$ cat config.mk
export PLATFORM = sky130hd
export DESIGN_NAME = axis_img_streamer
export DESIGN_NICKNAME = d
export VERILOG_FILES = /design/src/rtl/axis_img_streamer_pkg.sv /design/src/rtl/img_word_buffer.sv /design/src/rtl/axis_img_streamer.sv
export SDC_FILE = /design/constraint.sdc
export NUM_CORES = 1
export LEC_CHECK = 0
export CAP_MARGIN = 20
export CORE_UTILIZATION = 50
export DETAILED_ROUTE_END_ITERATION = 16
export PLACE_DENSITY = 0.7
export SYNTH_ARGS = -nofsm -noshare
export SYNTH_HDL_FRONTEND = slang
export SYNTH_SLANG_ARGS = --single-unit
$ cat constraint.sdc
create_clock -name axi_clk -period 2.89 [get_ports axi_clk]
set_input_delay 0.578 -clock axi_clk [delete_from_list [all_inputs] [get_ports axi_clk]]
set_output_delay 0.578 -clock axi_clk [all_outputs]
set_load 0.05 [all_outputs]
$ cat src/rtl/axis_img_streamer_pkg.sv
// axis_img_streamer_pkg: shared state encoding, counter widths and the clogb2 helper.
package axis_img_streamer_pkg;
  typedef enum logic [1:0] {
    IDLE        = 2'b00,
    SEND        = 2'b01,
    WAIT_RESULT = 2'b10
  } state_t;
  localparam int RESULT_COUNT_W = 16;
  function automatic int clogb2(input int value);
    int n;
    int v;
    n = 0;
    for (v = value; v > 0; v = v >> 1) n++;
    return (n == 0) ? 1 : n;
  endfunction
endpackage

$ cat src/rtl/img_word_buffer.sv
// img_word_buffer: NUMBER_OF_INPUT_WORDS x DATA_WIDTH register array, one write port and one registered read port.
// Ports: axi_clk/axi_reset_n clock and sync active-low reset (read register only);
//        wren/waddr/wdata write port; rden/raddr read request; rdata registered read word.
module img_word_buffer #(
  parameter int DATA_WIDTH = 32,
  parameter int NUMBER_OF_INPUT_WORDS = 32,
  parameter int AW = 5
) (
  input  logic                  axi_clk,
  input  logic                  axi_reset_n,
  input  logic                  wren,
  input  logic [AW-1:0]         waddr,
  input  logic [DATA_WIDTH-1:0] wdata,
  input  logic                  rden,
  input  logic [AW-1:0]         raddr,
  output logic [DATA_WIDTH-1:0] rdata
);
  logic [DATA_WIDTH-1:0] mem [NUMBER_OF_INPUT_WORDS];
  always_ff @(posedge axi_clk)
    if (wren) mem[waddr] <= wdata;
  // A write and a read of the same word in one cycle returns the new word.
  always_ff @(posedge axi_clk)
    if (!axi_reset_n) rdata <= '0;
    else if (rden) rdata <= (wren && waddr == raddr) ? wdata : mem[raddr];
endmodule

$ cat src/rtl/axis_img_streamer.sv
// axis_img_streamer: buffers one image, streams it as one AXI4-Stream packet, then captures one result word.
// Ports: axi_clk, axi_reset_n (sync active-low); ld_wren/ld_addr/ld_data image load (IDLE only);
//        start send request (IDLE only); m_axis_* TX packet; s_axis_* result input;
//        busy, result, result_valid, proto_err, timeout, result_count status.
// Optional: AXIS_IMG_STREAMER_TIMEOUT_EN adds a TIMEOUT_CYCLES limit on the result wait.
module axis_img_streamer
  import axis_img_streamer_pkg::*;
#(
  parameter int DATA_WIDTH = 32,
  parameter int NUMBER_OF_INPUT_WORDS = 32,
  parameter int TIMEOUT_CYCLES = 4096
) (
  input  logic                                         axi_clk,
  input  logic                                         axi_reset_n,
  input  logic                                         ld_wren,
  input  logic [clogb2(NUMBER_OF_INPUT_WORDS-1)-1:0]   ld_addr,
  input  logic [DATA_WIDTH-1:0]                        ld_data,
  input  logic                                         start,
  output logic                                         m_axis_valid,
  output logic [DATA_WIDTH-1:0]                        m_axis_data,
  output logic                                         m_axis_last,
  input  logic                                         m_axis_ready,
  input  logic                                         s_axis_valid,
  input  logic [DATA_WIDTH-1:0]                        s_axis_data,
  input  logic                                         s_axis_last,
  output logic                                         s_axis_ready,
  output logic                                         busy,
  output logic [DATA_WIDTH-1:0]                        result,
  output logic                                         result_valid,
  output logic                                         proto_err,
  output logic                                         timeout,
  output logic [RESULT_COUNT_W-1:0]                    result_count
);
  localparam int AW = clogb2(NUMBER_OF_INPUT_WORDS-1);
  localparam logic [AW-1:0] LAST_IDX = AW'(NUMBER_OF_INPUT_WORDS-1);
  state_t state, state_d;
  logic [AW-1:0] ptr, raddr;
  logic beat, hs, go, wr, rden, expire;
  assign beat = m_axis_valid && m_axis_ready;
  assign hs = s_axis_valid && s_axis_ready;
  assign go = (state == IDLE) && start;
  assign wr = (state == IDLE) && ld_wren;
  assign m_axis_valid = state == SEND;
  assign m_axis_last = m_axis_valid && ptr == LAST_IDX;
  assign s_axis_ready = state == WAIT_RESULT;
  assign busy = state != IDLE;
  // ptr names the word on the bus; the buffer is asked for the next one as soon as
  // the current beat is taken, so ready-high streaming never bubbles.
  assign rden = go || (beat && !m_axis_last);
  assign raddr = go ? '0 : ptr + 1'b1;
  img_word_buffer #(
    .DATA_WIDTH(DATA_WIDTH),
    .NUMBER_OF_INPUT_WORDS(NUMBER_OF_INPUT_WORDS),
    .AW(AW)
  ) u_buf (
    .axi_clk(axi_clk),
    .axi_reset_n(axi_reset_n),
    .wren(wr),
    .waddr(ld_addr),
    .wdata(ld_data),
    .rden(rden),
    .raddr(raddr),
    .rdata(m_axis_data)
  );
`ifdef AXIS_IMG_STREAMER_TIMEOUT_EN
  localparam int TW = clogb2(TIMEOUT_CYCLES-1);
  logic [TW-1:0] tcnt;
  always_ff @(posedge axi_clk)
    if (!axi_reset_n || state != WAIT_RESULT) tcnt <= '0;
    else tcnt <= tcnt + 1'b1;
  assign expire = s_axis_ready && !hs && tcnt == TW'(TIMEOUT_CYCLES-1);
  always_ff @(posedge axi_clk)
    if (!axi_reset_n) timeout <= 1'b0;
    else timeout <= expire;
`else
  assign expire = 1'b0;
  assign timeout = 1'b0;
`endif
  always_comb begin
    state_d = state;
    case (state)
      IDLE:        if (start) state_d = SEND;
      SEND:        if (beat && m_axis_last) state_d = WAIT_RESULT;
      WAIT_RESULT: if (hs || expire) state_d = IDLE;
      default:     state_d = IDLE;
    endcase
  end
  always_ff @(posedge axi_clk) begin
    if (!axi_reset_n) begin
      state <= IDLE;
      ptr <= '0;
      result <= '0;
      result_valid <= 1'b0;
      proto_err <= 1'b0;
      result_count <= '0;
    end else begin
      state <= state_d;
      ptr <= go ? '0 : beat ? ptr + 1'b1 : ptr;
      result_valid <= hs;
      proto_err <= go ? 1'b0 : proto_err | (hs && !s_axis_last);
      if (hs) begin
        result <= s_axis_data;
        result_count <= result_count + 1'b1;
      end
    end
  end
endmodule

# Yosys cells after proc, flatten, opt, wreduce, memory -nomap -nowiden

Memories as Yosys holds them, arrays and structs flattened. A register that Yosys moved wholly into a read port is not among the register bits.
Index checks and enable logic that the tools add are counted.

Memories kept: 1
Bits in writable memories: 1,024
Output and inout port bits: 87
Bits in read-only memories: 0
Bits of input ports: 76
Bits in registers: 57
Bits in latches: 0
Logic and storage cells: 40

Memories:

| memory    | words | width | rd ports | clocked after Yosys merged registers in | write ports | RTL line              | text |
|---|---|---|---|---|---|---|---|
| u_buf.mem | 32    | 32    | 1        | 1                                       | 1           | img_word_buffer.sv:18 | `logic [DATA_WIDTH-1:0] mem [NUMBER_OF_INPUT_WORDS];` |

Add/sub/neg operators: 2
Shift-type cells: 0
Mux-type cells: 7
Reduce and logical (&&, ||, !) cells: 16
Multipliers: 0
Div/mod/pow operators: 0
Equality and inequality tests: 6
Bitwise logic cells: 2
$lt $le $gt $ge: 0

Operators with widths:

| kind                                                                     | number |
|---|---|
| 16-bit by 1-bit adder with 16-bit output (second input constant)         | 1 |
| 1-bit logical AND                                                        | 8 |
| 2-bit 2-to-1 mux                                                         | 3 |
| 2-bit case mux with 3 select lines                                       | 1 |
| 5-bit by 1-bit adder with 5-bit output (second input constant)           | 1 |
| 5-bit equality test (second input constant)                              | 1 |
| 5-bit 2-to-1 mux                                                         | 1 |
| 2-bit by 1-bit inequality test with 1-bit output (second input constant) | 2 |
| 1-bit logical NOT                                                        | 3 |
| 3-bit AND reduction                                                      | 1 |
| 2-bit by 1-bit equality test with 1-bit output (second input constant)   | 1 |
| 2-bit equality test (second input constant)                              | 1 |
| 2-bit logical NOT                                                        | 1 |
| 1-bit 2-to-1 mux                                                         | 2 |
| 2-bit inequality test (second input constant)                            | 1 |
| 2-bit nonzero test                                                       | 1 |
| 2-bit OR reduction                                                       | 1 |
| 1-bit logical OR                                                         | 1 |
| 1-bit inverter                                                           | 1 |
| 1-bit OR                                                                 | 1 |

# Depth between registers and ports, before layout

Gate-level depths: netlist of run 1.

Depth after elaboration: 5
Mapped depth: 12
Gate-level depth less buffers: 9

# By module

Synthesis of run 1 repeated with hierarchy kept, for this count alone.

Cell total of the unflattened synthesis: 2,218
Area, all modules: 43,372.8 µm²

By module, submodules not included:

| module            | cells each | seq. area each (µm²) | area each (µm²) | instances |
|---|---|---|---|---|
| img_word_buffer   | 1,938      | 31,390.1             | 40,970.5        | 1 |
| axis_img_streamer | 280        | 1,141.1              | 2,402.3         | 1 |

# Least setup slack after synthesis of run 1

Ideal clock, no wire load.

Path type: input port to flip-flop
Start: input ld_addr[4]
End: memory u_buf.mem[19][0] (enable)
Path buffers: 1
Required time: 2,469 ps
Path slack: -235 ps
Arrival: 2,704 ps
Setup time: 421 ps
Stages on the path: 3
Path through: clkbuf_1 > or3b_2 > nor2_1

RTL lines:

| what            | RTL line                | text |
|---|---|---|
| start, declared | axis_img_streamer.sv:16 | `input logic [clogb2(NUMBER_OF_INPUT_WORDS-1)-1:0] ld_addr,` |
| end, declared   | img_word_buffer.sv:18   |  |

Straight into the memory's write port.

# Final worst setup path of run 1

Start: register ptr[0]
End: register u_buf.rdata[29], read port of u_buf.mem

Cells in the longest elaborated chain, start to end: 5
Elaborated cells on any way between the ends: 7
Classes of those cells: add/sub: 1; eq/ne: 1; mux: 1; reduce/logical: 4

RTL lines:

| what                                                                           | RTL line                | text |
|---|---|---|
| start, declared                                                                | axis_img_streamer.sv:37 | `logic [AW-1:0] ptr, raddr;` |
| start signal, assigned                                                         | axis_img_streamer.sv:98 | `ptr <= go ? '0 : beat ? ptr + 1'b1 : ptr;` |
| branches (longest 5 deep; another with 5-bit by 1-bit adder with 5-bit output) | --                      |  |
| end, declared                                                                  | img_word_buffer.sv:16   | `output logic [DATA_WIDTH-1:0] rdata` |

Several ways; the timed one is not identified.
A chain may end at the register's enable or synchronous reset.

==> impl_metrics.ini, run 1 <==
[worst_setup_path]
critPathMaxStageDelay_ns = 0.51
reg2reg_from = ptr[0]
crit_arrival_ns = 3.40
path_common_cell = buf_4
r2r_cells = 9
crit_chain = buf_4 > nand3_1 > xnor2_2 > and3_2 > buf_4 > a22oi_1 > buf_4 > nand4_1 > a21oi_1
start_kind = flop
r2r_end = u_buf.rdata[29]
cp_slowest_cell = xnor2_2
crit_type = flop to flop
worstSetupEndpointType = flop
worst_ep_required_time_ns = 3.44
reg2reg_slack_ns = 0.05
crit_fanout = 11

[drt]
vias_per_cell = 6.29
drtAntennaViolNets = 0
drc = 0
first_pass_iters = 5
wl_per_cell_um = 27.6
first_iter_violations = 3960
dr_total_vias = 28565
wirelength_um = 126000

[finish]
area.sequential_um2 = 32500
nets = 3373
final_cells = 4542
areaGrowthSynthToFinish_pct = 20.2
layout-drive-gt1-share_pct = 14.5
stdcell_area_um2 = 53100
fill_cells = 6301
final_util_pct = 60.9
multi_input_area_um2 = 11000

[timing]
hold_viol = 0
slew_headroom_pct = 43.2
rsz0062_at_grt = yes
worstMarginPinSlew_ns = 0.849
skew_ns = 0.0235
setup_slack_ns = 0.0458
fmax_mhz = 352
finalMaxSlewViolations = 0
period_share_pct = 98.4
final_period_minus_worst_setup_slack_ns = 2.84
setup_viol = 0

[synthesis]
synth.cell_area_um2 = 44200
synth_top_area_cell = edfxtp_1
yosys-top-cells-area = edfxtp_1, mux2i_1, dfxtp_1
synth_seq_cells = 1113
synth-edff-count = 1024
syn_nets = 3086
ys.flop_type = edfxtp_1
async_flop_share_pct = 0
synthCells = 3007
yosysSeqAreaShare_pct = 73.7
yosysUniqueCellTypes = 57
yosys_warnings = 0
postSynthAreaPerCell_um2 = 14.7
yosys.area.top_type_share_pct = 69.6

[floorplan]
die_h_um = 299
die_w_um = 299
start_util_pct = 50.7
dieArea_um2 = 89500
rows = 108
ioPinCount = 163
coreArea_um2 = 87200

[hold_path]
worstHoldPathCells = 3
holdPathEnd = u_buf.rdata[27]
min_from = axi_reset_n
hp-class = primary input to flop

[clock_network]
clk_path_buf_depth = 3
clk_latency_ns = 0.68
htree_levels = 3
cts-root-buf = clkbuf_16
ctsHoldBuffers = 0
clock-sinks = 1113
cts_tree = built
cts-buffers-inserted = 108
clkSlewWorstSetupHoldPaths_ns = 0.06

[pwr]
p_leak_nw = 16.4
worst_ir_drop_vdd_mv = 0.475
power_density_nw_per_um2 = 638
p_total_mw = 33.9

[placed_design]
post_dp_cell_area_um2 = 49400
post-place-ws_ns = -0.375
gp_congestion = 0.897
placed_cells = 4337
dp_hpwl_um = 73200
port_buffers = 161

[global_routing]
grt_first_pass_wirelength_um = 183000
grt-ovfl-total = 0
grtUsageTotal_pct = 27.7
grt_pass1_vias = 28173
grt_max_degree = 154
antenna_found_initial = 2

[flow_run]
max_cap_viol_count = 0

[run_status]
status = complete, no violations
==> kinds of logic (layout without fill, tap and decap cells) <==
group / count (synthesis) / in the layout / share of synthesized area (%)
flops: 1113 / 1113 / 73.7
simple gates: 823 / 823 / 9.56
compound gates: 588 / 588 / 8.73
buf+inv: 232 / 611 / 2.28
mux: 225 / 225 / 5.22
xor+xnor: 22 / 22 / 0.470
fa+ha+maj: 3 / 3 / 0.0850
other cells: 1 / 2 / 0.00849
==> worst max-delay path by stage <==
stage	start	to	slack, ns	cells past startpoint
global route	ptr[0]	u_buf.rdata[29]	-0.01	9
CTS	state[1]	s_axis_ready	0.02	2
detailed placement	start	u_buf.rdata[8]	-0.38	10
global placement	start	u_buf.rdata[12]	-0.36	10
finish	ptr[0]	u_buf.rdata[29]	0.05	9
floorplan	ld_addr[4]	u_buf.mem[19][0]	-0.23	3
==> sequential cells by signal, indices dropped and copies added, names as in the netlist <==
register	count
u_buf.rdata	32
proto_err	1
ptr	5
result_count	16
u_buf.mem	1024
state	2
result_valid	1
result	32
==> timing repair <==
action	CTS	global route
gates resized for setup	7	4
setup buffers	0	2
pin swaps	0	0
setup endpoints to repair	25	27
cloned	0	1
==> area by class of cell <==
| class | count | share of cell area (%) |
|---|---|---|
| multi-input combinational | 1662 | 20.8 |
| antenna | 1 | 0.00471 |
| inverter | 2 | 0.0141 |
| clock inverter | 35 | 0.803 |
| clock buffer | 167 | 6.00 |
| tap | 1155 | 2.72 |
| sequential | 1113 | 61.3 |
| timing repair buffer | 407 | 8.40 |
==> per-layer routing <==
metal  part of all wire (%)  wire length (um)  global-route usage, %  vias to the layer above
met1                     39             48700                   37.3                    14232
met3                    9.5             11900                   4.60                      318
met2                     47             59200                   44.2                     1687
li1                       -                 -                      -                    12326
met4                    4.5              5690                   12.8                        2
met5                 0.0056                 7                      0                        -
==> synthesized netlist by cell type, types with 2 or more instances <==
cell	count
ha_1	3
a21oi_1	54
nor2_1	195
nand3b_1	3
a31oi_1	11
o41ai_1	54
o31a_1	20
xnor2_1	12
o2111ai_1	2
nand3_1	44
a21boi_0	35
mux4_2	4
o22ai_1	71
nand2_1	108
a221o_1	11
a22o_1	12
nor2b_1	4
nor4b_1	2
inv_1	2
o211ai_1	12
mux2i_1	220
or3_1	40
edfxtp_1	1024
nor3b_1	93
clkbuf_1	138
o41ai_2	4
o221ai_1	2
xnor2_2	2
o21a_1	21
a221oi_1	20
buf_2	60
dfxtp_1	89
and2_1	16
nand4_1	34
buf_1	17
buf_4	14
o21ai_0	194
xor2_1	8
o21ai_1	16
a211oi_1	3
and3_1	7
nor3_1	254
a22oi_1	42
nor3_2	17
==> metrics by stage <==
stage                     hold WS [ns]  TNS, ns
final                            0.401        0
after global routing             0.392  -0.0226
after CTS                        0.370        0
after detailed placement         0.456    -8.55
after global placement           0.448    -7.57
after floorplan                  0.441   -33.91
==> placed cells by master, fill, tap and decap left out, types with 21 or more instances in the layout <==
cell	netlist	layout
edfxtp_1	1024	1024
nor3_1	254	252
mux2i_1	220	219
o21ai_0	194	194
buf_4	14	166
nor2_1	195	160
clkdlybuf4s50_1	0	157
clkbuf_16	0	112
nand2_1	108	108
nor3b_1	93	93
dfxtp_1	89	87
buf_12	0	79
o22ai_1	71	71
o41ai_1	54	54
a21oi_1	54	53
nand3_1	44	44
a22oi_1	42	42
or3_1	40	40
clkbuf_1	138	36
nor2_4	0	35
a21boi_0	35	35
nand4_1	34	34
o21a_1	21	21
==> critical path: cells and delay by family (launching register included) <==
family	cells	cell delay, ns
AO/OA/AOI/OAI	2	0.25
XOR/XNOR	1	0.51
buffers and inverters	3	0.71
flip-flops	1	0.36
AND/OR/NAND/NOR	3	0.89
==> power by group <==
part           switching [mW]  internal (mW)
combinational            1.21          0.616
sequential             0.0823           17.7
clock                    5.91           8.38
(Power assumes the default switching activity.)
==> inputs of run 2 (changes only) <==
--- a/config.mk
+++ b/config.mk
@@ -6,9 +6,10 @@
 export NUM_CORES = 1
 export LEC_CHECK = 0
 export CAP_MARGIN = 20
-export CORE_UTILIZATION = 50
+export CORE_UTILIZATION = 55
 export DETAILED_ROUTE_END_ITERATION = 16
-export PLACE_DENSITY = 0.7
+export PLACE_DENSITY = 0.76
+export SKIP_CTS_REPAIR_TIMING = 1
 export SYNTH_ARGS = -nofsm -noshare
 export SYNTH_HDL_FRONTEND = slang
 export SYNTH_SLANG_ARGS = --single-unit
==> run 2 against run 1 <==
  * Sequential share of layout area rose by 0.27 points
  * Die area fell by 9.0%
  * Final cell count fell by 2.7%
  * Wire length about the same
  * Clock power is 6% lower
  * Power fell by 2.4%
  * Count of clock-buffer cells in the layout decreased by 15
  * Maximum frequency up 0.32%
  * Largest power group unchanged
==> impl_metrics.ini, run 2 (synthesis gave the netlist of run 1 again) <==
[worst_setup_path]
start_kind = flop
crit_type = flop to flop
r2r_cells = 12
worst_ep_required_time_ns = 3.49
crit_fanout = 24
reg2reg_slack_ns = 0.06
endpoint = u_buf.rdata[7]
critPathMaxStageDelay_ns = 0.37
critPathLaunch = ptr[1]
cp_slowest_cell = dfxtp_1
crit_arrival_ns = 3.44
r2r_end = u_buf.rdata[7]
crit_chain = ha_2 > buf_4 > xnor2_4 > buf_12 > a21oi_4 > buf_12 > buf_4 > nor2_1 > o41ai_2 > nand4_1 > o31a_1 > nor3_2
reg2reg_from = ptr[1]
worstSetupEndpointType = flop

[floorplan]
coreArea_um2 = 79300
ioPinCount = 163
dieArea_um2 = 81400
die_w_um = 285
rows = 103
die_h_um = 285
start_util_pct = 55.7

[timing]
worstMarginPinSlew_ns = 0.873
final_period_minus_worst_setup_slack_ns = 2.83
setup_viol = 0
rsz0062_at_grt = yes
slew_headroom_pct = 41.8
period_share_pct = 98.1
fmax_mhz = 353
holdWs_ns = 0.466
hold_viol = 0
finalMaxSlewViolations = 0
fin_setup_tns_ns = 0
skew_ns = 0.0282

[finish]
regMostFlops = u_buf.mem
nets = 3363
layout-drive-gt1-share_pct = 14.1
final_cell_mix = edfxtp_1, nor3_1, mux2i_1, o21ai_0, nor2_1
stdcell_area_um2 = 52900
areaGrowthSynthToFinish_pct = 19.7
largestRegisters = u_buf.mem (1024), result (32), u_buf.rdata (32)
largest_reg_flops = 1024
layout_commonest_cell = edfxtp_1
fill_cells = 5100

[drt]
dr_total_vias = 29114
wirelength_um = 126000
wl_per_cell_um = 28.4
first_pass_iters = 6
first_iter_violations = 3732
drtAntennaViolNets = 0
vias_per_cell = 6.59
drc = 0

[clock_network]
clkSlewWorstSetupHoldPaths_ns = 0.06
clk_latency_ns = 0.69
clock-sinks = 1113
cts_tree = built
htree_levels = 3
cts-root-buf = clkbuf_16
cts-buffers-inserted = 106
clk_path_buf_depth = 3

[pwr]
worst_ir_drop_vdd_mv = 0.482
power_density_nw_per_um2 = 626
p_leak_nw = 16.3

[placed_design]
post_dp_cell_area_um2 = 49300
gp_congestion = 0.889
port_buffers = 161
dp_hpwl_um = 72700

[global_routing]
use_met1_pct = 39.8
grtUsageMet3_pct = 6.48
grt_max_degree = 177
grtUsageTotal_pct = 30.2
grt-ovfl-total = 0
antenna_found_initial = 1
grt_pass1_vias = 28817
use_met2_pct = 48.1
grt.busiest_layer = met2
grt_first_pass_wirelength_um = 181000

[run_status]
status = complete, no violations

[flow_run]
max_cap_viol_count = 0

[hold_path]
hp-class = flop to flop
-- run 2: cell types whose count changed in the layout (fill, tap and decap cells not counted), moves of 3 or more --
cell,change
clkbuf_8,-8
buf_12,+7
clkinv_8,+3
clkinv_1,+10
buf_16,+3
o41ai_1,-10
o41ai_2,+10
clkbuf_1,-4
clkbuf_16,-4
bufinv_16,-4
buf_4,-20
-- run 2: routing by layer --
layer,up-vias,wire length (um)
li1,12301,-
met1,14224,45600
met2,2159,58600
met3,428,14800
met4,2,6540
met5,-,13
-- run 2: area by class of cell --
type                    instances  area, um2  area share [%]
diodes                          1       2.50         0.00473
multi-input cells            1662      11100            21.0
repair buffers                399       4560            8.63
well taps                    1050       1310            2.48
flip-flops and latches       1113      32500            61.5
clock inverters                42        402           0.760
clock buffers                 152       2970            5.61
inverters                       2       7.51          0.0142
-- run 2: critical path: cells and delay by family (launching register included) --
family / cells / cell delay, ns
simple gates: 3 / 0.36
compound gates: 3 / 0.91
flops: 1 / 0.37
xor+xnor: 1 / 0.07
fa+ha+maj: 1 / 0.27
buf+inv: 4 / 0.76
-- run 2: stage by stage --
step / utilization [%] / setup slack (ns) / cells / total power [mW]
after floorplan: - / -0.235 / 3007 / 18.9
after global placement: 62.3 / -0.174 / 4225 / 19.9
after detailed placement: 62.3 / -0.225 / 4225 / 19.9
after CTS: 66.5 / -0.255 / 4419 / 33.1
after global routing: 66.7 / -0.0572 / 4420 / 33.8
final: 66.7 / 0.0550 / 4421 / 33.1
-- run 2: how the worst min path moves through the flow --
stage                      end  cells past startpoint             from  slack (ns)
floorplan               ptr[4]                      2           ptr[4]        0.44
global placement        ptr[4]                      2           ptr[4]        0.45
detailed placement  result[25]                      2       result[25]        0.46
CTS                  result[5]                      3   s_axis_data[5]        0.46
global route        result[17]                      3  s_axis_data[17]        0.48
finish              result[25]                      2       result[25]        0.47
-- run 2: power breakdown --
group / internal (mW) / switching, mW / leakage [nW] / total (mW)
sequential: 17.7 / 0.0824 / 9.94 / 17.8
combinational: 0.619 / 1.24 / 4.73 / 1.86
clock: 7.60 / 5.85 / 1.64 / 13.4
total: 25.9 / 7.17 / 16.3 / 33.1
